$ cat config.mk
export PLATFORM = sky130hd
export DESIGN_NAME = digit_serial_adder
export DESIGN_NICKNAME = d
export VERILOG_FILES = /design/src/rtl/adder_pkg.sv /design/src/rtl/digit_serial_adder_fa_n.sv /design/src/rtl/digit_serial_adder.sv
export SDC_FILE = /design/constraint.sdc
export NUM_CORES = 1
export LEC_CHECK = 0
export ABC_AREA = 1
export CAP_MARGIN = 10
export CORE_UTILIZATION = 47
export DETAILED_ROUTE_END_ITERATION = 6
export HOLD_SLACK_MARGIN = 0.06
export PLACE_DENSITY_LB_ADDON = 0.05
export SLEW_MARGIN = 20
export SYNTH_ARGS = -nofsm -noshare
export SYNTH_HDL_FRONTEND = slang
export SYNTH_SLANG_ARGS = --single-unit
$ cat constraint.sdc
create_clock -name clk -period 2.25 [get_ports clk]
set_input_delay 0.3375 -clock clk [delete_from_list [all_inputs] [get_ports clk]]
set_output_delay 0.3375 -clock clk [all_outputs]
set_load 0.005 [all_outputs]
$ cat src/rtl/adder_pkg.sv
// Shared definitions for the digit-serial adder: FSM state encoding and
// helpers that derive the digit count and digit-counter width.
package adder_pkg;

  typedef logic [1:0] state_t;

  localparam state_t IDLE = 2'd0;
  localparam state_t RUN  = 2'd1;
  localparam state_t DONE = 2'd2;

  // A zero DIGIT is rejected at elaboration; guard the division so that check can fire.
  function automatic int calc_ndig(input int width, input int digit);
    return (digit < 1) ? 1 : width / digit;
  endfunction

  function automatic int calc_cnt_w(input int ndig);
    return (ndig <= 2) ? 1 : $clog2(ndig);
  endfunction

endpackage

$ cat src/rtl/digit_serial_adder_fa_n.sv
// N-bit combinational ripple-carry adder built from a chain of 1-bit
// full-adder cells.
module fa_n #(
  parameter int N = 4
) (
  input  logic [N-1:0] a,
  input  logic [N-1:0] b,
  input  logic         cin,
  output logic [N-1:0] s,
  output logic         cout
);

  logic [N:0] c;

  assign c[0] = cin;

  for (genvar i = 0; i < N; i++) begin : g_cell
    assign s[i]   = a[i] ^ b[i] ^ c[i];
    assign c[i+1] = (a[i] & b[i]) | (c[i] & (a[i] ^ b[i]));
  end

  assign cout = c[N];

endmodule

$ cat src/rtl/digit_serial_adder.sv
// Multi-cycle adder/subtractor: one DIGIT-bit ripple cell reused over
// WIDTH/DIGIT clocks, with a start/busy/done handshake and registered results.
module digit_serial_adder
  import adder_pkg::*;
#(
  parameter int WIDTH = 16,
  parameter int DIGIT = 4
) (
  input  logic             clk,
  input  logic             rst,
  input  logic             start,
  input  logic             sub,
  input  logic             cin,
  input  logic [WIDTH-1:0] a,
  input  logic [WIDTH-1:0] b,
  output logic             busy,
  output logic             done,
  output logic [WIDTH-1:0] s,
  output logic             cout,
  output logic             ovf
);

  localparam int NDIG = calc_ndig(WIDTH, DIGIT);
  localparam int CW   = calc_cnt_w(NDIG);

  if (DIGIT < 1 || (WIDTH % DIGIT) != 0) begin : g_param_check
    $error("digit_serial_adder: WIDTH must be a positive multiple of DIGIT");
  end

  state_t           state;
  logic [CW-1:0]    cnt;
  logic [WIDTH-1:0] a_reg;
  logic [WIDTH-1:0] bx_reg;
  logic [WIDTH-1:0] a_shift;
  logic [WIDTH-1:0] bx_shift;
  logic [WIDTH-1:0] acc_next;
  logic             carry;
  logic [DIGIT-1:0] s_dig;
  logic             c_dig;
  logic             last;
  logic             accept;
  logic             ovf_next;

  assign accept   = start && (state == IDLE || state == DONE);
  assign last     = (cnt == CW'(NDIG - 1));
  assign busy     = (state == RUN);
  assign done     = (state == DONE);

  // On the last digit the operand registers hold only the top digit, so its MSB is the sign bit.
  assign ovf_next = (a_reg[DIGIT-1] == bx_reg[DIGIT-1]) && (s_dig[DIGIT-1] != a_reg[DIGIT-1]);

  fa_n #(.N(DIGIT)) u_cell (
    .a   (a_reg[DIGIT-1:0]),
    .b   (bx_reg[DIGIT-1:0]),
    .cin (carry),
    .s   (s_dig),
    .cout(c_dig)
  );

  // Operands shift right so the active digit always sits in the low bits;
  // result digits enter from the top so the LSB digit ends up lowest.
  if (NDIG > 1) begin : g_multi
    logic [WIDTH-DIGIT-1:0] acc;

    assign a_shift  = {{DIGIT{1'b0}}, a_reg[WIDTH-1:DIGIT]};
    assign bx_shift = {{DIGIT{1'b0}}, bx_reg[WIDTH-1:DIGIT]};
    assign acc_next = {s_dig, acc};

    always_ff @(posedge clk or posedge rst) begin
      if (rst) begin
        acc <= '0;
      end else if (state == RUN) begin
        acc <= acc_next[WIDTH-1:DIGIT];
      end
    end
  end else begin : g_single
    assign a_shift  = a_reg;
    assign bx_shift = bx_reg;
    assign acc_next = s_dig;
  end

  always_ff @(posedge clk or posedge rst) begin
    if (rst) begin
      state  <= IDLE;
      cnt    <= '0;
      carry  <= 1'b0;
      a_reg  <= '0;
      bx_reg <= '0;
      s      <= '0;
      cout   <= 1'b0;
      ovf    <= 1'b0;
    end else begin
      case (state)
        IDLE, DONE: begin
          if (accept) begin
            state  <= RUN;
            a_reg  <= a;
            bx_reg <= sub ? ~b : b;
            carry  <= sub ? ~cin : cin;
            cnt    <= '0;
          end else begin
            state <= IDLE;
          end
        end
        RUN: begin
          carry  <= c_dig;
          a_reg  <= a_shift;
          bx_reg <= bx_shift;
          if (last) begin
            state <= DONE;
            s     <= acc_next;
            cout  <= c_dig;
            ovf   <= ovf_next;
          end else begin
            cnt <= cnt + CW'(1);
          end
        end
        default: state <= IDLE;
      endcase
    end
  end

endmodule

==> flow_metrics.env, run 1 <==
export IMPL_synth_seq_cells=67
export IMPL_antenna_found_initial=0
export IMPL_most_numerous_cell_in_the_yosys_netlist="nand2_1"
export IMPL_pre_cts_slack_ns=-0.107
export IMPL_clock_path_buffers=2
export IMPL_criticalPathCategory="register to register"
export IMPL_intPower_mw=3.27
export IMPL_rsz0062_at_grt="yes"
export IMPL_synth_top_area_share_pct=53.6
export IMPL_worst_slew_pin_slew_ns=0.642
export IMPL_worst_endpoint_arrival_ns=2.58
export IMPL_synth_area_leader_cell="dfrtp_1"
export IMPL_post_dp_hpwl_mm=3.96
export IMPL_number_of_nets_in_the_finished_design=493
export IMPL_synth_area_leaders="dfrtp_1, nand2_1, nand3_1"
export IMPL_max_cap_viol_count=0
export IMPL_stdcell_count=532
export IMPL_cts_hold_fix_buffers=0
export IMPL_dr_total_vias=2545
export IMPL_fillCellCount=585
export IMPL_syn_mean_instance_area_sq_um=7.96
export IMPL_cts_root_buffer="clkbuf_8"
export IMPL_cellPowerDensity_nw_per_um2=1310
export IMPL_report_final_hold_viol_count=0
export IMPL_p_seq_share_pct=39.2
export IMPL_h_tree_depth=3
export IMPL_post_synth_most_frequent_cells="nand2_1, dfrtp_1, inv_1"
export IMPL_ir_worst_vdd_v=0.000740
export IMPL_fp_row_count=29
export IMPL_worst_r2r_path_depth=10
export IMPL_worst_clock_skew_ns=0.00957
export IMPL_drc_errors=0
export IMPL_post_route_cells_drive_above_1_share_pct=8.79
export IMPL_clkSlewWorstSetupHoldPaths_ns=0.07
export IMPL_reg2reg_from="carry"
export IMPL_timing_critical_path_to_type="register"
export IMPL_detail_route_iter0_violations=121
export IMPL_synth_cell_area_sq_um=3130
export IMPL_floorplan_die_height_um=83.6
export IMPL_total_number_of_clock_tree_sinks=67
export IMPL_drt_wirelength_per_cell_um=11.3
export IMPL_design_area_sq_um=3990
export IMPL_synthArstFlopShare_pct=100
export IMPL_synth_flop_cell="dfrtp_1"
export IMPL_achievable_frequency_ghz=0.427
export IMPL_total_switching_power_mw=1.97
export IMPL_route_final_wire_length_mm=6.00
export IMPL_setup_violations=2
export IMPL_clock_latency_ns=0.34
export IMPL_final_period_minus_worst_setup_slack_ns=2.34
export IMPL_holdWs_ns=0.368
export IMPL_r2r_end="ovf"
export IMPL_postLayoutSetupSlackWorst_ns=-0.0941
export IMPL_ys_seq_area_share_pct=53.6
export IMPL_place_congestion=0.770
export IMPL_finish_utilization_pct=62.4
export IMPL_combPwrFrac_pct=41.6
export IMPL_initial_core_util_pct=49.0
export IMPL_detailedRoute_firstPassIterationCount=4
export IMPL_yosysWarningCount=0
export IMPL_placed_cell_areas_sq_um=3770
export IMPL_ios=57
export IMPL_antenna_diode_count=0
export IMPL_core_region_area_sq_um=6390
export IMPL_post_synthesis_instance_total=393
export IMPL_count_of_nets_left_with_antenna_violations_after_detail_routing=0
export IMPL_failed_checks="negative setup slack"
export IMPL_worstSetupStartpointType="register"
export IMPL_synth_cell_types=18
export IMPL_sw_frac_of_total_pct=37.5
export IMPL_die_area_sq_um=6980
export IMPL_synth_net_count=436
export IMPL_cts_tree="done"
export IMPL_global_route_usage_total_pct=19.2
export IMPL_hold_path_class="primary input to async pin"
export IMPL_run_status="finished, violations left"
export IMPL_timing_slew_headroom_pct=57.2
export IMPL_die_w_um=83.6
export IMPL_pin_count_of_the_biggest_net_entering_global_routing=68
export IMPL_post_drt_via_cell_ratio=4.78
export IMPL_numPlacedInstances=515
export IMPL_clock_power_share_pct=19.2
export IMPL_rrSetupSlack_ns=-0.09
export IMPL_fin_crit_share_pct=104
export IMPL_setup_tns_final_ns=-0.0978
export IMPL_cp_data_required_time_ns=2.48
export IMPL_p_leak_nw=2.06
export IMPL_area_growth_from_synthesis_to_final_layout_pct=27.5
export IMPL_first_global_vias=2439
export IMPL_synth_edff_count=0
export IMPL_timing_max_transition_violations_final=0
export IMPL_port_buffer_count=56
export IMPL_tritoncts_buffers=9
export IMPL_grt_pass1_wl_mm=10.7
export IMPL_power_total_mw=5.24
export IMPL_worst_path_max_fanout=3
export IMPL_gr_total_overflow=0
how the worst max path moves through the flow:
stage / from / end / slack [ns] / depth (start not counted)
2_1_floorplan: carry / ovf / -0.06 / 10
3_3_place_gp: carry / ovf / -0.1 / 10
3_5_place_dp: carry / ovf / -0.11 / 10
4_1_cts: carry / ovf / -0.11 / 10
5_1_grt: carry / ovf / -0.19 / 10
6_report: carry / ovf / -0.09 / 10
cell type report:
class / instances / area, sq um / share of cell area, %
clock inverters: 6 / 65.1 / 1.63
flip-flops and latches: 67 / 1680 / 42.1
multi-input cells: 257 / 1180 / 29.7
well taps: 77 / 96.3 / 2.42
inverters: 51 / 191 / 4.80
repair buffers: 64 / 633 / 15.9
clock buffers: 10 / 138 / 3.45
cell usage in the layout, fill, tap and decap left out, types with 2 or more instances in the layout:
cell type,n
clkdlybuf4s50_1,56
buf_4,7
o21ai_0,19
o21ai_1,6
ha_1,2
nand2_1,169
inv_1,46
inv_2,5
clkinv_2,2
nor2_1,4
nand2_2,3
clkbuf_8,10
dfrtp_1,67
fa_2,3
clkinv_4,2
xor2_1,3
nand3_1,41
power by group through the flow:
stage	registers (mW)	logic, mW	clock network [mW]
finish	2.05	2.18	1.01
global route	2.12	2.52	1.09
CTS	2.06	2.21	1.04
detailed placement	2.08	2.18	0
global placement	2.06	2.12	0
floorplan	2.03	1.43	0
critical path, cell delays in order, from the launching register on:
cell and delay, ns:
dfrtp_1 0.40, fa_2 0.39, inv_2 0.06, fa_2 0.18
inv_2 0.04, fa_2 0.33, inv_2 0.06, fa_1 0.43
or2_4 0.25, nand3_2 0.07, nand2_2 0.04
routing by layer:
metal / GRT usage (%) / share of wire, % / up-vias
met3: 3.76 / 3.6 / 11
met1: 23.8 / 46 / 1171
met5: 0 / 0 / -
li1: - / - / 1309
met2: 32.6 / 48 / 54
met4: 8.78 / 1.9 / 0
logic make-up (layout without fill, tap and decap cells):
logic type	Yosys count	after routing	share of synthesized area, %
and+or+nand+nor	222	222	28.9
buffers and inverters	69	131	9.12
DFF	67	67	53.6
AOI/OAI and AO/OA	26	26	4.16
adders and majority gates	6	6	3.36
xor gates and xnor gates	3	3	0.840
timing repair:
item,4_1_cts,5_1_grt
pin swaps,1,1
setup endpoints to repair,3,3
hold endpoints to repair,0,0
gates resized for setup,3,1
setup buffers,0,1
Power figures use the tool's default switching activity.
==> run 2, diff against run 1 <==
- REMOVE_ABC_BUFFERS: unset -> 1
==> run 2 against run 1 <==
Net effect:
- the flow still finishes with violations (negative setup slack)
- clock-buffer cell count rose by 5
- flip-flop and latch count did not move
- worst setup slack got worse by 0.018 ns
==> flow_metrics.env, run 2 (synthesis results as in run 1) <==
export IMPL_crit_path_max_incr_delay_ns=0.43
export IMPL_count_of_nets_left_with_antenna_violations_after_detail_routing=0
export IMPL_criticalPathCategory="register to register"
export IMPL_clkSlewWorstSetupHoldPaths_ns=0.07
export IMPL_fp_row_count=29
export IMPL_critical_path_cell_chain="fa_2 > inv_2 > fa_2 > inv_2 > fa_2 > inv_2 > fa_1 > buf_6 > a21oi_2 > nand3_1 > nand2_1"
export IMPL_storage_cell_area_sq_um=1680
export IMPL_hold_path_class="primary input to async pin"
export IMPL_gr_total_overflow=0
export IMPL_p_leak_nw=2.07
export IMPL_drt_wirelength_per_cell_um=11.5
export IMPL_failed_checks="negative setup slack"
export IMPL_cts_root_buffer="clkbuf_8"
export IMPL_critical_path_slowest_cell="fa_1"
export IMPL_pin_count_of_the_biggest_net_entering_global_routing=68
export IMPL_worst_clock_skew_ns=0.00594
export IMPL_report_final_hold_viol_count=0
export IMPL_first_global_vias=2336
export IMPL_core_region_area_sq_um=6390
export IMPL_critPathLaunch="a_reg[0]"
export IMPL_rsz0062_at_grt="yes"
export IMPL_initial_core_util_pct=49.0
export IMPL_number_of_nets_in_the_finished_design=495
export IMPL_fillCellCount=597
export IMPL_antenna_found_initial=0
export IMPL_post_dp_hpwl_mm=3.93
export IMPL_tritoncts_buffers=9
export IMPL_worst_endpoint_arrival_ns=2.62
export IMPL_die_area_sq_um=6980
export IMPL_numPlacedInstances=517
export IMPL_floorplan_die_height_um=83.6
export IMPL_total_number_of_clock_tree_sinks=67
export IMPL_post_route_cells_drive_above_1_share_pct=8.75
export IMPL_place_congestion=0.815
export IMPL_layout_commonest_cell="nand2_1"
export IMPL_ios=57
export IMPL_route_final_wire_length_mm=6.13
export IMPL_ir_worst_vdd_v=0.000837
export IMPL_timing_critical_path_to_type="register"
export IMPL_worst_slew_pin_slew_ns=0.540
export IMPL_port_buffer_count=56
export IMPL_detailedRoute_firstPassIterationCount=4
export IMPL_reg2reg_from="a_reg[0]"
export IMPL_design_area_sq_um=3990
export IMPL_cp_data_required_time_ns=2.51
export IMPL_cts_tree="done"
export IMPL_h_tree_depth=3
export IMPL_timing_critical_path_buf_inv=4
export IMPL_postLayoutSetupSlackWorst_ns=-0.112
export IMPL_timing_max_transition_violations_final=0
export IMPL_achievable_frequency_ghz=0.423
export IMPL_top_library_cells_by_usage_in_the_layout_fill_and_taps_aside="nand2_1, dfrtp_1, clkdlybuf4s50_1"
export IMPL_clock_latency_ns=0.33
export IMPL_multi_input_comb_area_sq_um=1180
export IMPL_die_w_um=83.6
export IMPL_final_period_minus_worst_setup_slack_ns=2.36
export IMPL_worst_path_max_fanout=3
export IMPL_detail_route_iter0_violations=132
export IMPL_stdcell_count=534
export IMPL_clock_path_buffers=2
export IMPL_placed_cell_areas_sq_um=3770
export IMPL_timing_slew_headroom_pct=63.9
export IMPL_post_drt_via_cell_ratio=4.73
export IMPL_setup_violations=3
export IMPL_worst_r2r_path_depth=11
export IMPL_global_route_usage_total_pct=19.7
export IMPL_antenna_diode_count=0
export IMPL_worstSetupStartpointType="register"
export IMPL_grt_pass1_wl_mm=10.9
export IMPL_cellPowerDensity_nw_per_um2=1320
export IMPL_dr_total_vias=2528
export IMPL_run_status="finished, violations left"
export IMPL_area_growth_from_synthesis_to_final_layout_pct=27.7
export IMPL_max_cap_viol_count=0
export IMPL_critical_path_top_delay_family="adder cells"
export IMPL_fin_crit_share_pct=105
export IMPL_timing_critical_path_depth=11
export IMPL_drc_errors=0
run 2: final cells by class:
type / instances / area share [%]
timing repair buffer: 66 / 16.3
inverter: 51 / 4.79
clock buffer: 15 / 4.67
sequential: 67 / 42.0
clock inverter: 1 / 0.125
tap: 77 / 2.41
multi-input combinational: 257 / 29.7
run 2: where the power goes:
part / internal (mW) / switching, mW
sequential: 1.76 / 0.297
clock: 0.521 / 0.423
combinational: 1.05 / 1.22
run 2: final timing paths:
| path | end | slack, ns |
|---|---|---|
| worst min register to register | s[2] | 0.47 |
| worst max-delay path | ovf | -0.11 |
| worst min-delay path | s[5] | 0.38 |
| worst max register to register | ovf | -0.11 |
| min in group clk | s[2] | 0.47 |
| max in group asynchronous | a_reg[10] | 1.55 |
run 2: repair_timing:
action / 4_1_cts / 5_1_grt
endpoints found under the hold margin: 0 / 0
setup endpoints to repair: 3 / 3
pin swaps: 6 / 6
hold buffers: 0 / 0
resized for setup: 11 / 0
buffers inserted: 1 / 0
run 2: metrics by stage:
step	setup WS (ns)	util, %	hold slack [ns]	TNS [ns]	total power [mW]
floorplan	-0.167	-	0.442	-0.167	3.32
global placement	-0.190	59.1	0.453	-0.234	4.18
detailed placement	-0.233	59.1	0.453	-0.384	4.23
CTS	-0.154	62.5	0.408	-0.291	5.34
global route	-0.219	62.5	0.461	-0.489	5.76
finish	-0.112	62.5	0.379	-0.184	5.27
run 2: layer usage:
metal / GRT usage, % / part of all wire [%] / vias up / wire (um)
met2: 31.9 / 47 / 49 / 2860
met4: 7.86 / 1.3 / 0 / 82
li1: - / - / 1306 / -
met3: 3.46 / 3.3 / 7 / 205
met5: 0 / 0 / - / 0
met1: 26.4 / 49 / 1166 / 2980
run 2: worst register-to-register path, delay by kind of cell (launching register included):
kind,cells,cell delay [ns]
buffers and inverters,4,0.30
adders and majority gates,4,1.33
AOI/OAI and AO/OA,1,0.11
and+or+nand+nor,2,0.16
DFF,1,0.40
==> variant, RTL diff (config.mk and constraints of run 1) <==
`WIDTH`: 16 -> 32.
--- a/src/rtl/digit_serial_adder.sv
+++ b/src/rtl/digit_serial_adder.sv
@@ -4,5 +4,5 @@
   import adder_pkg::*;
 #(
-  parameter int WIDTH = 16,
+  parameter int WIDTH = 32,
   parameter int DIGIT = 4
 ) (
Ports: changed (resized a, b and s); port bits go from 57 to 105. The function was not compared with the original's and may differ.
==> variant against run 1 <==
  * Sequential cell count rose by 65
  * Power rose by 97%
  * Die area rose by 94%
  * Synthesized area rose by 97%
  * Hold slack improved by 0.019 ns
  * Combinational power rose by 71%
  * Final area rose by 97%
  * Wire length rose by 110%
  * Sequential power rose by 98%
  * Worst setup slack improved by 0.12 ns
  * Largest cell class unchanged
==> variant: results (changes against run 1) <==
stage	metric	value	unit	change
outcome	status	finished clean		
synthesis	synth_compound_area_share	4.71	%	+0.55 points
clock_network	cts-root-buf	clkbuf_16		
synthesis	ys_async_sr_fraction	100	%	unchanged
detailed_routing	drtIter0Drc	335		+180%
placement	postPlaceCellArea	7290	um^2	+93%
sta	maxSlewHeadroom	58.7	%	+1.5 points
detailed_routing	vias_per_cell	4.74		-0.92%
synthesis	yosysWarnings	0		unchanged
synthesis	synth_xor_area_share	0.142	%	-0.70 points
placement	io_buffers	104		+86%
detailed_routing	drt_wl_total	12500	um	+110%
power	irDropWorstVdd	0.000683	V	-7.6%
global_route	grt_pass1_vias	4682		+92%
global_route	grt_first_pass_wirelength	21400	um	+100%
global_route	grt_use_total	20.6	%	+1.4 points
worst_setup_path	startpoint_type	register		
min_path	hold_path.class	in -> async		
synthesis	syn-num-nets	853		+96%
worst_setup_path	crit_arrival	2.53	ns	-0.05 ns
sta	clock_skew	0.00532	ns	-0.00425 ns
worst_setup_path	r2r_slack	0.03	ns	+0.12 ns
clock_network	htreeDepth	4		+1
placement	post-dp-hpwl	8110	um	+100%
synthesis	yosysSeqAreaShare	53.6	%	about the same
worst_setup_path	r2r_cells	11		+1
synthesis	synth.distinct_cells	24		+6
cells_and_area	drive_gt1_share	6.58	%	-2.2 points
synthesis	synth_fa_ha_area_share	1.91	%	-1.5 points
synthesis	netlist_top_cells_count	332 x nand2_1, 132 x dfrtp_1, 95 x inv_1		
clock_network	insertion_delay	0.41	ns	+0.07 ns
cells_and_area	antenna_cells	0		unchanged
global_route	grt_max_degree	74		+8.8%
worst_setup_path	regToRegStartpoint	a_reg[0]$_DFFE_PP0P_		
cells_and_area	nets	946		+92%
placement	place.gp.congestion	0.759		-1.3%
power	leakagePower	3.99	nW	+93%
worst_setup_path	path_max_fanout	4		+1
synthesis	synthTopCellsByArea	dfrtp_1 54%, nand2_1 20%, nand3_1 7.4%, inv_1 5.8%, o21ai_1 2.4%		
clock_network	cts-buffers-inserted	17		+8
==> variant: power breakdown <==
part           leakage, nW  switching, W  internal, W
clock network        0.253      0.000965      0.00155
logic                 2.06       0.00210      0.00163
registers             1.67      0.000592      0.00346
total                 3.99       0.00365      0.00664
==> variant: logic make-up (layout without fill, tap and decap cells) <==
| kind of cell | after synthesis | after routing |
|---|---|---|
| buf+inv | 140 | 244 |
| fa+ha+maj | 7 | 7 |
| compound gates | 58 | 58 |
| simple gates | 439 | 439 |
| xor+xnor | 1 | 1 |
| flops | 132 | 132 |
==> variant: timing repair <==
item / CTS / global route
gates resized for setup: 4 / 2
setup endpoints to repair: 2 / 1
buffers inserted: 0 / 1
pin swaps: 2 / 2
==> variant: cell type report <==
cell class | count | area, um^2
Clock buffer | 21 | 460
Clock inverter | 9 | 82.6
Fill cell | 1193 | 4880
Inverter | 100 | 382
Multi-Input combinational cell | 505 | 2240
Sequential cell | 132 | 3300
Tap cell | 172 | 215
Timing Repair Buffer | 114 | 1170
==> variant: worst max-delay path: stages (launching register included) <==
cell and delay, ns:
dfrtp_1 0.40, fa_2 0.39, inv_2 0.06, fa_1 0.14, inv_1 0.05, fa_2 0.33, inv_2 0.06, fa_2 0.46
inv_2 0.06, a21oi_1 0.05, nand3_1 0.06, nand2_1 0.05
==> variant: routing by layer <==
layer	vias to the layer above	GRT usage (%)	wire length [um]
met5	-	0	0
met1	2334	24.9	5510
met4	0	7.69	105
met3	9	6.23	663
li1	2561	-	-
met2	87	34.9	6190
==> variant: how the worst max path moves through the flow <==
stage                                  to  depth (start not counted)
final                     ovf$_DFFE_PP0P_                         11
after global routing      ovf$_DFFE_PP0P_                         11
after CTS                 ovf$_DFFE_PP0P_                         11
after detailed placement  ovf$_DFFE_PP0P_                         11
after global placement    ovf$_DFFE_PP0P_                         11
after floorplan           ovf$_DFFE_PP0P_                         11
==> variant: per-stage QoR <==
stage                     TNS, ns  std cells  hold WS, ns  worst slack [ns]
final                           0       1053        0.387            0.0259
after global routing       -0.101       1053        0.423            -0.101
after CTS                 -0.0233       1052        0.395           -0.0233
after detailed placement  -0.0838       1022        0.463           -0.0838
after global placement    -0.0452       1022        0.456           -0.0452
after floorplan                 0        777        0.442            0.0310
